==> src/rtl/spi_pkg.sv <==
// Shared types and default parameters for the SPI write-only master.
package spi_pkg;

    // Default configuration matches the existing OLED panel.
    localparam int unsigned DEF_DATA_W  = 8;
    localparam int unsigned DEF_CLK_DIV = 1;
    localparam int unsigned DEF_CPOL    = 1;
    localparam int unsigned DEF_CS_HOLD = 1;

    typedef enum logic [2:0] {
        IDLE,
        SETUP,
        LEAD,
        TRAIL,
        GAP,
        HOLD
    } state_t;

endpackage

==> src/rtl/spi_clk_div.sv <==
// Phase timer for the SPI master: emits a one-cycle phase_end tick every CLK_DIV cycles.
// restart forces the count back to zero so a freshly entered phase lasts exactly CLK_DIV cycles.
module spi_clk_div
    import spi_pkg::*;
#(
    parameter int unsigned CLK_DIV = DEF_CLK_DIV
) (
    input  logic clk,
    input  logic rst_n,
    input  logic restart,
    output logic phase_end
);

    localparam int unsigned DW = $clog2(CLK_DIV + 1);
    localparam logic [DW-1:0] DIV_LAST = DW'(CLK_DIV - 1);

    logic [DW-1:0] div_cnt;

    assign phase_end = (div_cnt == DIV_LAST);

    // Count cycles within a phase; reload on every phase boundary or explicit restart.
    always_ff @(posedge clk or negedge rst_n) begin
        if (!rst_n) begin
            div_cnt <= '0;
        end else if (restart || phase_end) begin
            div_cnt <= '0;
        end else begin
            div_cnt <= div_cnt + 1'b1;
        end
    end

endmodule

==> src/rtl/spi_tx_master.sv <==
// Parametrised SPI write-only master: streams DATA_W-bit words MSB-first with cs_n framing.
// Back-to-back words keep cs_n low; a word flagged tx_last releases cs_n after CS_HOLD cycles.
// Optional feature macro SPI_DC_EN adds the OLED data/command pin (tx_dc in, dc out).
module spi_tx_master
    import spi_pkg::*;
#(
    parameter int unsigned DATA_W  = DEF_DATA_W,
    parameter int unsigned CLK_DIV = DEF_CLK_DIV,
    parameter int unsigned CPOL    = DEF_CPOL,
    parameter int unsigned CS_HOLD = DEF_CS_HOLD
) (
    input  logic              clk,
    input  logic              rst_n,
    input  logic              tx_valid,
    output logic              tx_ready,
    input  logic [DATA_W-1:0] tx_data,
    input  logic              tx_last,
    output logic              sclk,
    output logic              mosi,
    output logic              cs_n,
    output logic              busy,
`ifdef SPI_DC_EN
    input  logic              tx_dc,
    output logic              dc,
`endif
    output logic              done
);

    localparam logic CPOL_BIT = (CPOL != 0);
    localparam int unsigned BW = $clog2(DATA_W + 1);
    localparam int unsigned HW = $clog2(CS_HOLD + 1);
    localparam logic [BW-1:0] BITS      = BW'(DATA_W);
    localparam logic [HW-1:0] HOLD_LAST = HW'(CS_HOLD - 1);

    state_t            state;
    logic [DATA_W-1:0] shift_q;
    logic [BW-1:0]     bit_cnt;
    logic [HW-1:0]     hold_cnt;
    logic              last_q;
    logic              sclk_q;
    logic              mosi_q;
    logic              cs_n_q;
    logic              done_q;
    logic              accept;
    logic              phase_end;

    assign tx_ready = (state == IDLE) || (state == GAP);
    assign busy     = (state != IDLE);
    assign accept   = tx_valid && tx_ready;
    assign sclk     = sclk_q;
    assign mosi     = mosi_q;
    assign cs_n     = cs_n_q;
    assign done     = done_q;

    // Every accepted word starts a fresh phase; other phase changes follow phase_end.
    spi_clk_div #(
        .CLK_DIV (CLK_DIV)
    ) u_clk_div (
        .clk       (clk),
        .rst_n     (rst_n),
        .restart   (accept),
        .phase_end (phase_end)
    );

`ifdef SPI_DC_EN
    logic dc_q;
    assign dc = dc_q;

    // Latch the data/command flag with each word so it stays stable for the whole word.
    always_ff @(posedge clk or negedge rst_n) begin
        if (!rst_n) begin
            dc_q <= 1'b0;
        end else if (accept) begin
            dc_q <= tx_dc;
        end
    end
`endif

    // Main FSM with registered serial outputs, shift register and bit/hold counters.
    always_ff @(posedge clk or negedge rst_n) begin
        if (!rst_n) begin
            state    <= IDLE;
            shift_q  <= '0;
            bit_cnt  <= '0;
            hold_cnt <= '0;
            last_q   <= 1'b0;
            sclk_q   <= CPOL_BIT;
            mosi_q   <= 1'b0;
            cs_n_q   <= 1'b1;
            done_q   <= 1'b0;
        end else begin
            done_q <= 1'b0;
            unique case (state)
                IDLE: begin
                    if (tx_valid) begin
                        state   <= SETUP;
                        cs_n_q  <= 1'b0;
                        sclk_q  <= CPOL_BIT;
                        shift_q <= tx_data;
                        mosi_q  <= tx_data[DATA_W-1];
                        last_q  <= tx_last;
                        bit_cnt <= '0;
                    end
                end
                SETUP: begin
                    if (phase_end) begin
                        state  <= LEAD;
                        sclk_q <= ~CPOL_BIT;
                        mosi_q <= shift_q[DATA_W-1];
                    end
                end
                LEAD: begin
                    // Trailing edge next: the slave samples mosi here.
                    if (phase_end) begin
                        state   <= TRAIL;
                        sclk_q  <= CPOL_BIT;
                        bit_cnt <= bit_cnt + 1'b1;
                    end
                end
                TRAIL: begin
                    if (phase_end) begin
                        if (bit_cnt < BITS) begin
                            state   <= LEAD;
                            sclk_q  <= ~CPOL_BIT;
                            shift_q <= shift_q << 1;
                            mosi_q  <= shift_q[DATA_W-2];
                        end else begin
                            done_q   <= 1'b1;
                            hold_cnt <= '0;
                            state    <= last_q ? HOLD : GAP;
                        end
                    end
                end
                GAP: begin
                    // Next word of the burst skips SETUP; mosi was already stable here.
                    if (tx_valid) begin
                        state   <= LEAD;
                        sclk_q  <= ~CPOL_BIT;
                        shift_q <= tx_data;
                        mosi_q  <= tx_data[DATA_W-1];
                        last_q  <= tx_last;
                        bit_cnt <= '0;
                    end
                end
                HOLD: begin
                    if (hold_cnt == HOLD_LAST) begin
                        state  <= IDLE;
                        cs_n_q <= 1'b1;
                    end else begin
                        hold_cnt <= hold_cnt + 1'b1;
                    end
                end
                default: begin
                    state <= IDLE;
                end
            endcase
        end
    end

endmodule

==> config.mk <==
export PLATFORM = sky130hd
export DESIGN_NAME = spi_tx_master
export DESIGN_NICKNAME = d
export VERILOG_FILES = /design/src/rtl/spi_pkg.sv /design/src/rtl/spi_clk_div.sv /design/src/rtl/spi_tx_master.sv
export SDC_FILE = /design/constraint.sdc
export NUM_CORES = 1
export LEC_CHECK = 0
export ABC_AREA = 1
export BUFFER_PORTS_ARGS = -buffer_cell sky130_fd_sc_hd__clkbuf_2
export CAP_MARGIN = 0
export CORE_ASPECT_RATIO = 0.9
export CORE_MARGIN = 2
export CORE_UTILIZATION = 55
export CTS_CLUSTER_SIZE = 40
export DETAILED_ROUTE_END_ITERATION = 10
export HOLD_SLACK_MARGIN = 0.08
export PLACE_DENSITY = 0.87
export SETUP_SLACK_MARGIN = 0.05
export SYNTH_ARGS = -nofsm -noshare
export SYNTH_HDL_FRONTEND = slang
export SYNTH_SLANG_ARGS = --single-unit
==> constraint.sdc <==
create_clock -name clk -period 1.8 [get_ports clk]
set_input_delay 0.09 -clock clk [delete_from_list [all_inputs] [get_ports clk]]
set_output_delay 0.09 -clock clk [all_outputs]
set_load 0.05 [all_outputs]
==> out/metrics.cfg <==
[timing]
relSlewSlack=0.649
timing.hold.ws_ps=85.1
fmax_mhz=625
worst_pin_slew_ps=527
rsz0062_at_grt=no
fin_skew_ps=10.4
setup_viol=0
hold_violations=0
finalCritPeriodShare=0.889
slew_violations=0
finalSetupTns_ps=0
layout_min_cycle_time_ps=1600

[synthesis]
synthesis.nets=162
yosysUniqueCellTypes=30
ys.flop_type=dfrtp_1
yosysSeqAreaShare=0.418
netlist_area_sq_mm=0.00126
synth-async-reset-ratio=1.00
ys_ff_latch=21
netlist_instances=149
yosysWarnings=0
synth-edff-count=0
syn_avg_cell_area_sq_um=8.48

[clocking]
htreeDepth=1
clock_path_buffers=2
postCtsSetupBuffers=0
clkLatencyLatePin_ps=320
clock-root-buffer=clkbuf_4
clk_pin_slew_ps=130
clock-sinks=21
cts_tree=built
cts_buffers=3

[setup_path]
r2r_slack_ps=350
cp_max_fo=12
cp_data_required_time_ps=1710
critPathCaptureType=output pin
path_buf_inv=2
worstSetupStartpointType=flip-flop
cpPeakStageDelay_ps=540
cp_slowest_cell=dfrtp_2
path_cells=nor2_4, buf_4, nand2_2, clkbuf_2
arrival_ps=1510
critPathKind=flip-flop to output pin
cpLargestDelayFamily=flip-flops

[final_layout]
syn_to_final_growth_pct=13.1
nFillCells=195
drive_gt1_frac=0.295
diodes=0
layout.nets=187
stdcell_count=200
final_core_util=0.655

[hold_path]
hold_path.class=input port to flip-flop

[power]
p_int_uw=1220
power_uw=2550
p_comb_frac=0.564
p_switching_uw=1320
leakagePower_uw=0.000716
clkPwrFrac=0.096
seq_power_share=0.340
power_density_mw_per_mm2=1780
peakVddDrop_uv=1020
p_sw_frac=0.520

[grt]
grt_pass1_wl_mm=4.37
grt_remaining_overflow=0
grt_antenna_before_repair=0
grt_pass1_vias=999
grt_max_degree=22
grtUsageTotal=0.226

[die]
ios=18
die_area_sq_mm=0.00270
core-area_sq_mm=0.00218
initial_core_util=0.579
die_w_microns=54.5
die_h_microns=49.5
rows=16

[job]
maxCapViolations=0

[routing]
firstDrtPassIters=4
drtIter0Drc=17
num_vias=1028
ant_nets=0
vias_per_cell=5.14
wl_per_cell_microns=13.0
drc=0
totalWireLength_mm=2.61

[place]
io_buffers=17
post-place-cells=190
gp_congestion=0.909
hpwl_mm=1.89

[status]
status=finished clean

==> cells in the final DEF, fill, tap and decap left out <==
cell,netlist,final
nand2_1,44,44
dfrtp_1,19,17
clkbuf_2,0,17
inv_1,11,11
o21ai_0,11,11
nand3_1,9,9
nor2_1,7,7
nand2_2,6,6
o21ai_1,6,6
o21ai_2,6,6
dlygate4sd3_1,0,6
nand2_4,3,3
clkbuf_4,1,3
nand4_4,2,2
inv_2,2,2
nand3_2,2,2
o22ai_1,2,2
dfstp_2,2,2
buf_4,0,2
dfrtp_2,0,2
nor2_4,1,1
inv_4,1,1
o31ai_1,1,1
nor2_8,1,1
or2_1,1,1
nand4_1,1,1
xor2_1,1,1
mux2_1,1,1
clkinv_1,1,1
o211ai_1,1,1
ha_1,1,1
clkinvlp_4,0,1
conb_1,1,1
==> worst paths after layout <==
kind	depth (start not counted)	startpoint	end
worst max-delay path	4	state[0]$_DFFE_PN0P_	busy
worst min-delay path	5	tx_data[5]	shift_q[5]$_DFFE_PN0P_
worst max register to register	7	state[0]$_DFFE_PN0P_	shift_q[3]$_DFFE_PN0P_
worst min register to register	2	sclk$_DFFE_PN1P_	sclk$_DFFE_PN1P_
max in group asynchronous	2	rst_n	state[1]$_DFFE_PN0P_
min in group asynchronous	2	rst_n	shift_q[2]$_DFFE_PN0P_
==> timing repair <==
item,in CTS,in global routing
hold endpoints to repair,24,0
hold buffers,6,0
resized for setup,0,2
endpoints found under the setup margin,0,2
==> power by group through the flow <==
stage	clock network, uW	logic (uW)	registers [uW]
global placement	0	1380	851
finish	244	1440	867
CTS	250	1450	859
detailed placement	0	1430	869
global route	273	1600	891
floorplan	0	1310	838
==> metrics by stage <==
stage | area, sq um | setup WS [ps]
floorplan | 1260 | 237
global placement | 1340 | 338
detailed placement | 1340 | 283
CTS | 1430 | 90.1
global route | 1430 | 121
finish | 1430 | 200
==> logic make-up (layout without fill, tap and decap cells) <==
logic type	Yosys count	in the layout	synth area share
DFF	21	21	0.418
buffers and inverters	20	44	0.0951
and+or+nand+nor	77	77	0.328
other	1	1	0.00297
AOI/OAI and AO/OA	27	27	0.131
adders and majority gates	1	1	0.00990
xor gates and xnor gates	1	1	0.00693
muxes	1	1	0.00891
==> worst register-to-register path: stages, from the launching register on <==
cell and delay, ps:
dfrtp_2 540, inv_2 160, nand2_4 100, nand2_2 100
nand2_4 70, nor2_8 230, nand2_1 120, o21ai_2 70
==> cells in the mapped netlist (all sizes together), types with 2 or more instances <==
cell / instances / area (sq um)
nand3: 11 / 65.1
buf: 4 / 53.8
o21ai: 23 / 138
dfrtp: 19 / 475
nand2: 53 / 236
inv: 14 / 55.1
nor2: 9 / 57.6
o22ai: 2 / 12.5
nand4: 3 / 48.8
dfstp: 2 / 52.6
==> layer usage <==
layer,wire [microns],vias up,global-route usage
met5,0,-,0
met4,15,0,0.0375
met3,97,2,0.0636
met2,1310,19,0.382
met1,1180,475,0.287
li1,-,532,-
==> sequential cells by signal (all words and copies together), names as in the netlist <==
| register | count |
|---|---|
| shift_q | 8 |
| bit_cnt | 4 |
| state | 3 |
| cs_n | 1 |
| done | 1 |
| last_q | 1 |
| mosi | 1 |
| sclk | 1 |
| u_clk_div.div_cnt | 1 |
==> final cells by class <==
| cell class | instances | area, sq um | area share |
|---|---|---|---|
| multi-input cells | 108 | 616 | 0.431 |
| flip-flops and latches | 21 | 531 | 0.371 |
| repair buffers | 25 | 160 | 0.112 |
| inverters | 15 | 58.8 | 0.0412 |
| well taps | 27 | 33.8 | 0.0236 |
| clock buffers | 3 | 22.5 | 0.0158 |
| clock inverters | 1 | 7.51 | 0.00525 |
Note: power is estimated with default switching activity, not from simulation.
